<file path="config.mk">
export PLATFORM = sky130hd
export DESIGN_NAME = rom_load_ctrl
export DESIGN_NICKNAME = d
export VERILOG_FILES = /design/src/rtl/rom_load_ctrl.sv
export SDC_FILE = /design/constraint.sdc
export NUM_CORES = 1
export LEC_CHECK = 0
export CORE_MARGIN = 3
export CORE_UTILIZATION = 30
export DETAILED_ROUTE_END_ITERATION = 8
export HOLD_SLACK_MARGIN = 0.03
export PLACE_DENSITY = 0.67
export SETUP_SLACK_MARGIN = 0.4
export SLEW_MARGIN = 0
export SYNTH_ARGS = -nofsm -noshare
export SYNTH_HDL_FRONTEND = slang
export SYNTH_SLANG_ARGS = --single-unit
</file>
<file path="constraint.sdc">
create_clock -name CLK -period 5.2 [get_ports CLK]
set_input_delay 0.78 -clock CLK [delete_from_list [all_inputs] [get_ports CLK]]
set_output_delay 0.78 -clock CLK [all_outputs]
set_load 0.02 [all_outputs]
</file>
<file path="src/rtl/rom_load_ctrl.sv">
// rom_load_ctrl: turns ioctl download strobes into EPROM write pulses, checks the image, gates CPU reset.
// Latency: ADDR_DL/DATA_DL/WR_DL one cycle after an IOCTL_WR rise is sampled; RUN SETTLE_CYCLES after a good load.
// Backpressure: none; the ioctl side must space strobe rises at least 2 cycles apart.
module rom_load_ctrl #(
  parameter int                ADDR_W         = 25,
  parameter logic [7:0]        ROM_INDEX      = 8'h00,
  parameter logic [ADDR_W-1:0] EXPECTED_BYTES = ADDR_W'(32'h2C000),
  parameter int                SETTLE_CYCLES  = 1024
) (
  input  logic              CLK,
  input  logic              RESETn,
  input  logic              IOCTL_DOWNLOAD,
  input  logic [7:0]        IOCTL_INDEX,
  input  logic              IOCTL_WR,
  input  logic [ADDR_W-1:0] IOCTL_ADDR,
  input  logic [7:0]        IOCTL_DOUT,
  output logic [ADDR_W-1:0] ADDR_DL,
  output logic [7:0]        DATA_DL,
  output logic              WR_DL,
  output logic              CPU_RESETn,
  output logic              LOAD_BUSY,
  output logic              LOAD_DONE,
  output logic              LOAD_ERR,
  output logic [ADDR_W-1:0] BYTE_COUNT
);

  localparam int              CNT_W       = (SETTLE_CYCLES > 1) ? $clog2(SETTLE_CYCLES) : 1;
  localparam logic [CNT_W-1:0] SETTLE_LAST = CNT_W'(SETTLE_CYCLES - 1);

  typedef enum logic [2:0] {
    S_IDLE,
    S_LOAD,
    S_SETTLE,
    S_RUN,
    S_FAIL
  } state_t;

  state_t           state;
  state_t           state_nxt;
  logic             wr_q;
  logic             dl_q;
  logic [CNT_W-1:0] settle_cnt;

  logic idx_ok;
  logic start;
  logic accept;
  logic image_ok;
  logic load_eval;
  logic load_fail;
  logic enter_load;

  // A download starts only on a rising IOCTL_DOWNLOAD edge, so one already in
  // progress when reset releases is ignored (dl_q resets high for that reason).
  // dl_q stays high through the cycle IOCTL_DOWNLOAD is first seen low, which
  // lets a strobe landing on that same cycle still be accepted; the completion
  // check then runs one cycle later against the updated count.
  assign idx_ok     = (IOCTL_INDEX == ROM_INDEX);
  assign start      = IOCTL_DOWNLOAD && idx_ok && !dl_q;
  assign accept     = (state == S_LOAD) && dl_q && idx_ok && IOCTL_WR && !wr_q;
  assign image_ok   = !LOAD_ERR && (BYTE_COUNT == EXPECTED_BYTES);
  assign load_eval  = (state == S_LOAD) && !dl_q;
  assign load_fail  = load_eval && !image_ok;
  assign enter_load = (state != S_LOAD) && (state_nxt == S_LOAD);

  assign CPU_RESETn = (state == S_RUN);
  assign LOAD_DONE  = (state == S_RUN);
  assign LOAD_BUSY  = (state == S_LOAD);

  // State register.
  always_ff @(posedge CLK or negedge RESETn) begin
    if (!RESETn) begin
      state <= S_IDLE;
    end else begin
      state <= state_nxt;
    end
  end

  // Next-state decode.
  always_comb begin
    state_nxt = state;
    case (state)
      S_IDLE: begin
        if (start) state_nxt = S_LOAD;
      end
      S_LOAD: begin
        if (load_eval) state_nxt = image_ok ? S_SETTLE : S_FAIL;
      end
      S_SETTLE: begin
        if (start)                            state_nxt = S_LOAD;
        else if (settle_cnt == SETTLE_LAST)   state_nxt = S_RUN;
      end
      S_RUN, S_FAIL: begin
        if (start) state_nxt = S_LOAD;
      end
      default: state_nxt = S_IDLE;
    endcase
  end

  // Previous-cycle copies of the strobe and download level for edge detection.
  always_ff @(posedge CLK or negedge RESETn) begin
    if (!RESETn) begin
      wr_q <= 1'b0;
      dl_q <= 1'b1;
    end else begin
      wr_q <= IOCTL_WR;
      dl_q <= IOCTL_DOWNLOAD;
    end
  end

  // Settle counter runs only while in SETTLE.
  always_ff @(posedge CLK or negedge RESETn) begin
    if (!RESETn) begin
      settle_cnt <= '0;
    end else if (state == S_SETTLE) begin
      settle_cnt <= settle_cnt + CNT_W'(1);
    end else begin
      settle_cnt <= '0;
    end
  end

  // Registered write port; address and data hold between writes.
  always_ff @(posedge CLK or negedge RESETn) begin
    if (!RESETn) begin
      ADDR_DL <= '0;
      DATA_DL <= '0;
      WR_DL   <= 1'b0;
    end else begin
      WR_DL <= accept;
      if (accept) begin
        ADDR_DL <= IOCTL_ADDR;
        DATA_DL <= IOCTL_DOUT;
      end
    end
  end

  // Byte counter and sticky error; both restart when a new load begins.
  always_ff @(posedge CLK or negedge RESETn) begin
    if (!RESETn) begin
      BYTE_COUNT <= '0;
      LOAD_ERR   <= 1'b0;
    end else if (enter_load) begin
      BYTE_COUNT <= '0;
      LOAD_ERR   <= 1'b0;
    end else begin
      if (accept) begin
        if (BYTE_COUNT != {ADDR_W{1'b1}}) BYTE_COUNT <= BYTE_COUNT + ADDR_W'(1);
        if (IOCTL_ADDR != BYTE_COUNT)      LOAD_ERR   <= 1'b1;
      end
      if (load_fail) LOAD_ERR <= 1'b1;
    end
  end

endmodule

</file>
==> qor.txt, run 1 <==
=========================================================================================
Status .....................................................................    completed
Detail Placement HPWL ......................................................     7.933 mm
Number of antenna-violating nets in the routed design ......................            0
Root buffer cell ........................................................... sky130_fd_sc_hd__clkbuf_16
Number of antenna violations at the first check in global routing ..........            0
Proportion of register bits with asynchronous set or reset after synthesis .       100.0%
Cells after Synth ..........................................................          417
Row cnt ....................................................................           40
Cell Area, Synth ...........................................................     3737 µm²
Largest buffer count on any clock path .....................................            2
Diode count ................................................................            0
Average detailed-routed wire length per instance ...........................     16.00 µm
Finish-stage setup viols ...................................................            0
Global-route total usage across every layer ................................       16.10%
Sequential fraction of the synthesis area ..................................       50.25%
Slew @ Worst Pin ...........................................................      1017 ps
Number of sinks handled by clock tree synthesis ............................           75
Resized Gates After CTS ....................................................            0
Synthesized net count ......................................................          465
Fraction of final layout cells sized beyond drive strength 1 ...............       3.668%
Total of buffers placed on input and output ports ..........................          107
Hold Buf Count CTS .........................................................            0
Most frequent cell after synthesis ......................................... sky130_fd_sc_hd__nand2_1
Kind of start point of the critical path ................................... primary input
TritonCTS buffer count .....................................................            9
Clock slew at reported path FFs ............................................        50 ps
H-tree depth ...............................................................            3
Power density normalized to cell area ...................................... 262.2 nW/µm²
Fin crit share .............................................................       69.48%
Maximum fanout encountered on the critical timing path .....................           40
Total count of max-transition violations in the final report ...............            0
Endpoint type of the worst setup path ......................................    flip-flop
Clock latency on the worst-skew pair .......................................       320 ps
Count of yosys warnings during synthesis ...................................            0
Vias after detailed routing ................................................        3,398
HP Class ................................................................... flip-flop to flip-flop
Routed vias/inst ...........................................................        4.953
Max Freq ...................................................................   0.2768 GHz
Number of buffers inserted by post-CTS setup repair ........................            0
Largest net degree at the start of global routing ..........................           76
Area enclosed by the die boundary ..........................................   13,830 µm²
Top cell type's share of synthesized area ..................................       49.55%
Area leader, netlist ....................................................... sky130_fd_sc_hd__dfrtp_1
Die height .................................................................     117.6 µm
Standby leakage power ......................................................     2.289 nW
Req. time, crit path .......................................................      5430 ps
Global-route wire length before repair .....................................     18.24 mm
Cell types with the largest area share after synthesis ..................... sky130_fd_sc_hd__dfrtp_1 (50%), sky130_fd_sc_hd__nand2_1 (12%), sky130_fd_sc_hd__xor2_1 (4.7%)
Most used flip-flop cell after synthesis ................................... sky130_fd_sc_hd__dfrtp_1
Flops & latches, synth .....................................................           75
Drt initial violations .....................................................          240
Synthesized area per cell ..................................................    8.962 µm²
Clock skew .................................................................     4.869 ps
Setup slack on the worst flop-to-flop path .................................      2070 ps
Arrival time at the worst endpoint .........................................      3850 ps
Number of DRC violations after detailed routing ............................            0
Area growth, synth to finish ...............................................       41.01%
Number of hold violations in the final report ..............................            0
Number of enable flip-flop cells after synthesis ...........................            0
CTS tree ...................................................................          yes
Number of primary I/O pins .................................................          108
Number of global-route vias before repair ..................................        3,433
Met3 WL ....................................................................       631 µm
Detailed route wirelength on metal2 ........................................     5.461 mm
Routed Wire Length .........................................................     10.98 mm
RD Place Congestion ........................................................       0.8017
Max layer used .............................................................         met4
Starting density of the core ...............................................       30.86%
Utilization after layout ...................................................       43.51%
Total congestion overflow after global routing .............................            0
Accumulated negative setup slack ...........................................         0 ps
Minimum clock period after layout ..........................................      3613 ps
TritonRoute pass-1 iters ...................................................            4
Number of violations of the max-capacitance limit ..........................            0
M1 wire length .............................................................     4.766 mm
Headroom to the max-slew limit .............................................       31.78%
Number of inserted filler cells in the final layout ........................        1,243
Number of distinct library cells after synthesis ...........................           43
Critical setup path kind ................................................... primary input to flip-flop
Total core area ............................................................   12,110 µm²
VDD IR-drop max ............................................................    0.1633 mV
Fin nets ...................................................................          561
Commonest cells in the synthesized netlist ................................. sky130_fd_sc_hd__nand2_1 (120), sky130_fd_sc_hd__dfrtp_1 (74), sky130_fd_sc_hd__nor2_1 (23), sky130_fd_sc_hd__xor2_1 (20), sky130_fd_sc_hd__clkbuf_1 (17)
RSZ-0062 raised after global routing .......................................           no
Die Width ..................................................................     117.6 µm
=========================================================================================
[sequential cells by signal, summed over array words and instances, names as in the netlist]
signal      flops
ADDR_DL        25
BYTE_COUNT     25
DATA_DL         8
LOAD_ERR        1
WR_DL           1
dl_q            1
settle_cnt     10
state           3
wr_q            1
[power breakdown]
part / switching [mW] / internal, mW / leakage, nW
clock network: 0.230 / 0.480 / 0.169
registers: 0.00602 / 0.590 / 1.03
logic: 0.0335 / 0.0423 / 1.09
total: 0.270 / 1.11 / 2.29
[layer usage]
layer / GRT usage, % / up-vias
met1: 20.63 / 1639
met2: 27.52 / 119
li1: - / 1628
met3: 3.652 / 12
met4: 4.103 / 0
met5: 0 / -
[cell families after synthesis]
family | after synthesis | share of synthesized area (%)
compound gates | 48 | 8.068
xor+xnor | 35 | 8.202
fa+ha+maj | 3 | 1.004
buf+inv | 31 | 3.281
flops | 75 | 50.25
mux | 2 | 0.5357
simple gates | 223 | 28.66
[metrics by stage]
stage / total power [mW] / instance area [µm²] / worst slack [ps] / hold WS (ps) / std cells
after global routing: 1.429 / 5270 / 1430 / 495.4 / 686
after global placement: 0.6819 / 4927 / 1345 / 452.4 / 670
after detailed placement: 0.6829 / 4927 / 1293 / 463.5 / 670
after CTS: 1.395 / 5270 / 1612 / 470.9 / 686
after floorplan: 0.6232 / 3737 / 2115 / 432.9 / 417
final: 1.382 / 5270 / 1587 / 467.2 / 686
[area by class of cell]
class                      count  area [µm²]  area share, %
sequential                    75        1878          35.64
clock buffer                  11       242.7          4.606
timing repair buffer         107        1069          20.28
inverter                       9       33.78         0.6410
clock inverter                 5       100.1          1.899
multi-input combinational    311        1737          32.95
tap                          168       210.2          3.989
[layout by cell type (no fill, tap or decap), types with 4 or more instances in the layout]
cell,Yosys,final
sky130_fd_sc_hd__or4_1,14,14
sky130_fd_sc_hd__nor2_1,23,23
sky130_fd_sc_hd__o31ai_1,9,9
sky130_fd_sc_hd__nand3_1,14,14
sky130_fd_sc_hd__nor4_1,9,9
sky130_fd_sc_hd__o211ai_1,4,4
sky130_fd_sc_hd__dfrtp_1,74,74
sky130_fd_sc_hd__xor2_1,20,20
sky130_fd_sc_hd__clkdlybuf4s50_1,0,106
sky130_fd_sc_hd__nand2b_1,4,4
sky130_fd_sc_hd__nand4_1,11,11
sky130_fd_sc_hd__a21oi_1,16,16
sky130_fd_sc_hd__xnor2_1,15,15
sky130_fd_sc_hd__clkbuf_16,0,9
sky130_fd_sc_hd__or3_1,6,6
sky130_fd_sc_hd__and4_1,5,5
sky130_fd_sc_hd__inv_1,8,8
sky130_fd_sc_hd__o21ai_0,9,9
sky130_fd_sc_hd__nand2_1,120,120
[path summary, 6_finish.rpt]
kind | depth (start not counted) | from | endpoint
worst max-delay path | 6 | IOCTL_INDEX[7] | BYTE_COUNT[21]
worst min-delay path | 1 | settle_cnt[0] | settle_cnt[0]
worst max register to register | 5 | state[1] | BYTE_COUNT[21]
worst min register to register | 1 | settle_cnt[0] | settle_cnt[0]
max in group asynchronous | 1 | RESETn | ADDR_DL[14]
min in group asynchronous | 1 | RESETn | BYTE_COUNT[5]
[critical path: stages]
cell                              delay (ps)
sky130_fd_sc_hd__clkdlybuf4s50_1         390
sky130_fd_sc_hd__or4_4                   530
sky130_fd_sc_hd__or4_4                   770
sky130_fd_sc_hd__a41o_1                  600
sky130_fd_sc_hd__or4_1                   590
sky130_fd_sc_hd__a21oi_1                 170
No activity file was read; power rests on OpenSTA's default activity.
==> run 2, diff against run 1 <==
- clock period: 5.2 -> 3.66 ns (I/O delays scaled with it)
==> run 2 against run 1 <==
Against the previous run: register-to-register slack lost 1300 ps; cell count increased by 0.44%; wire length is 1.3% lower; sequential cell count is the same; combinational power is 42% higher; die area unchanged; non-clock buffer count rose by 5; sequential power rose by 42%; total power rose by 37%; critical path depth unchanged; critical endpoint is now BYTE_COUNT[20]; largest cell class unchanged.
==> qor.txt, run 2 (synthesized netlist as in run 1, its figures left out) <==
================================================================================
Status ............................................................    completed   unchanged
List of cells traversed by the critical path ...................... clkdlybuf4s50_1 > or4_4 > or4_4 > or4b_1 > or4_1 > nand2_1   was clkdlybuf4s50_1 > or4_4 > or4_4 > a41o_1 > or4_1 > a21oi_1
Worst hold slack ..................................................     373.7 ps   was 467.2 ps
TritonCTS buffer count ............................................            9   unchanged
Total core area ...................................................   12,110 µm²   unchanged
Number of violations of the max-capacitance limit .................            0   unchanged
Area growth, synth to finish ......................................       41.68%   was 41.01%
HP Class .......................................................... primary input to async pin   was flip-flop to flip-flop
Post-route cell area ..............................................     5295 µm²   was 5270 µm²
H-tree depth ......................................................            3   unchanged
Total count of max-transition violations in the final report ......            0   unchanged
Number of hold violations in the final report .....................            0   unchanged
Clock latency on the worst-skew pair ..............................       330 ps   was 320 ps
Crit. path cell count .............................................            6   unchanged
Slew @ Worst Pin ..................................................     971.7 ps   was 1017 ps
Headroom to the max-slew limit ....................................       35.22%   was 31.78%
Die Width .........................................................     117.6 µm   unchanged
Routed Wire Length ................................................     10.83 mm   was 10.98 mm
RD Place Congestion ...............................................       0.8209   was 0.8017
Total congestion overflow after global routing ....................            0   unchanged
Leading cell type in the layout, fill and taps excluded ........... sky130_fd_sc_hd__nand2_1   unchanged
Diode count .......................................................            0   unchanged
Setup slack on the worst flop-to-flop path ........................       820 ps   was 2070 ps
Clock slew at reported path FFs ...................................        60 ps   was 50 ps
Number of DRC violations after detailed routing ...................            0   unchanged
Max Freq ..........................................................   0.3226 GHz
Global-route wire length before repair ............................     17.86 mm   was 18.24 mm
Number of primary I/O pins ........................................          108   unchanged
Biggest regs ...................................................... ADDR_DL x25, BYTE_COUNT x25, settle_cnt x10   unchanged
Total of buffers placed on input and output ports .................          107   unchanged
Finish-stage setup viols ..........................................            0   unchanged
Detail Placement HPWL .............................................     7.906 mm   was 7.933 mm
Maximum single-stage delay on the critical path ...................       700 ps   was 770 ps
Most used cells in the layout excluding fill and tap cells ........ sky130_fd_sc_hd__nand2_1 (120), sky130_fd_sc_hd__clkdlybuf4s50_1 (106), sky130_fd_sc_hd__dfrtp_1 (74), sky130_fd_sc_hd__nor2_1 (23), sky130_fd_sc_hd__xor2_1 (20)   unchanged
Total cell area at the placement stage ............................     4977 µm²   was 4927 µm²
Number of buffers and inverters on the critical path ..............            1   unchanged
VDD IR-drop max ...................................................    0.2482 mV   was 0.1633 mV
Largest buffer count on any clock path ............................            2   unchanged
Maximum fanout encountered on the critical timing path ............            9   was 40
TritonRoute pass-1 iters ..........................................            4   unchanged
Fin nets ..........................................................          566   was 561
Post-route insts no fill ..........................................          689   was 686
Area enclosed by the die boundary .................................   13,830 µm²   unchanged
Number of placed instances, taps included .........................          675   was 670
Power density normalized to cell area ............................. 358.7 nW/µm²   was 262.2 nW/µm²
Critical path's top delay family .................................. simple AND/OR/NAND/NOR gates   unchanged
Largest net degree at the start of global routing .................           76   unchanged
Global-route total usage across every layer .......................       15.89%   was 16.10%
Area occupied by multi-input gates ................................     1738 µm²   was 1737 µm²
Area taken by flip-flops and latches ..............................     1878 µm²   unchanged
Row cnt ...........................................................           40   unchanged
Fraction of final layout cells sized beyond drive strength 1 ......       4.415%   was 3.668%
Req. time, crit path ..............................................      3920 ps   was 5430 ps
Number of antenna violations at the first check in global routing .            0   unchanged
RSZ-0062 raised after global routing ..............................           no   unchanged
Endpoint type of the worst setup path .............................    flip-flop   unchanged
Minimum clock period after layout .................................      3100 ps
Kind of start point of the critical path .......................... primary input   unchanged
Startpoint of the worst register-to-register path .................     state[1]   unchanged
Vias after detailed routing .......................................        3,386   was 3,398
Accumulated negative setup slack ..................................         0 ps   unchanged
Critical setup path kind .......................................... primary input to flip-flop   unchanged
Fin crit share ....................................................       84.69%
Routed vias/inst ..................................................        4.914   was 4.953
Arrival time at the worst endpoint ................................      3360 ps   was 3850 ps
Worst reg-to-reg path cell count ..................................            5   unchanged
Number of global-route vias before repair .........................        3,389   was 3,433
Root buffer cell .................................................. sky130_fd_sc_hd__clkbuf_16   unchanged
Crit-path slowest cell ............................................ sky130_fd_sc_hd__or4b_1   was sky130_fd_sc_hd__or4_4
Number of inserted filler cells in the final layout ...............        1,210   was 1,243
Number of antenna-violating nets in the routed design .............            0   unchanged
Average detailed-routed wire length per instance ..................     15.72 µm   was 16.00 µm
Starting density of the core ......................................       30.86%   unchanged
Drt initial violations ............................................          281   was 240
Die height ........................................................     117.6 µm   unchanged
Crit Reg-Reg Endpoint ............................................. BYTE_COUNT[20]   was BYTE_COUNT[21]
CTS tree ..........................................................          yes   unchanged
Most Frequent Cell on Critical Path ............................... sky130_fd_sc_hd__or4_4   unchanged
Clock skew ........................................................     4.171 ps   was 4.869 ps
Number of buffers inserted by post-CTS setup repair ...............            0   unchanged
Standby leakage power .............................................     2.303 nW   was 2.289 nW
Number of sinks handled by clock tree synthesis ...................           75   unchanged
================================================================================
==> run 2: cell types whose count changed in the layout (fill, tap and decap cells not counted), sizes merged <==
cell / before / now
bufinv: 3 / 2
clkbuf: 11 / 12
clkinv: 3 / 1
buf: 1 / 6
==> run 2: cell type report <==
class / count / area share, %
flip-flops and latches: 75 / 35.47
multi-input cells: 311 / 32.82
inverters: 9 / 0.6380
repair buffers: 112 / 21.12
well taps: 168 / 3.970
clock buffers: 12 / 4.844
clock inverters: 2 / 1.134
==> run 2: per-stage QoR <==
step / power (mW) / utilization (%) / setup WS [ps]
6_report: 1.899 / 43.72 / 560.4
3_3_place_gp: 0.9686 / 41.10 / 265.6
3_5_place_dp: 0.9705 / 41.10 / 233.8
5_1_grt: 1.980 / 43.72 / 450.7
4_1_cts: 1.934 / 43.71 / 570.1
2_1_floorplan: 0.8854 / - / 805.9
==> run 2: worst reg2reg max path, cell delays in order (launching register included) <==
cell                      delay, ps
sky130_fd_sc_hd__dfrtp_1        420
sky130_fd_sc_hd__or3b_1         440
sky130_fd_sc_hd__or4_4          630
sky130_fd_sc_hd__or4b_1         700
sky130_fd_sc_hd__or4_1          510
sky130_fd_sc_hd__nand2_1         80
==> run 2: worst max path at each step <==
stage / endpoint / from / slack (ps)
after global placement: BYTE_COUNT[22] / IOCTL_INDEX[7] / 270
after floorplan: BYTE_COUNT[20] / IOCTL_INDEX[7] / 810
after global routing: BYTE_COUNT[22] / IOCTL_INDEX[1] / 450
after detailed placement: BYTE_COUNT[20] / IOCTL_INDEX[7] / 230
final: BYTE_COUNT[20] / IOCTL_INDEX[7] / 560
after CTS: BYTE_COUNT[20] / IOCTL_INDEX[7] / 570
==> run 2: where the power goes <==
part	switching, mW	internal, mW
Combinational	0.0477	0.0601
Clock	0.318	0.627
Sequential	0.00873	0.838
Total	0.375	1.52
==> run 2: layer usage <==
layer / vias to the layer above / GRT usage, % / share of wire (%)
met5: - / 0 / 0
met4: 0 / 4.542 / 1.6
li1: 1635 / - / -
met3: 16 / 4.181 / 6.6
met2: 132 / 26.91 / 49
met1: 1603 / 20.00 / 43
==> run 2: what timing repair did <==
action,in CTS,in global routing
hold endpoints to repair,0,0
hold buffers,0,0
endpoints found under the setup margin,0,1
gates resized for setup,0,1
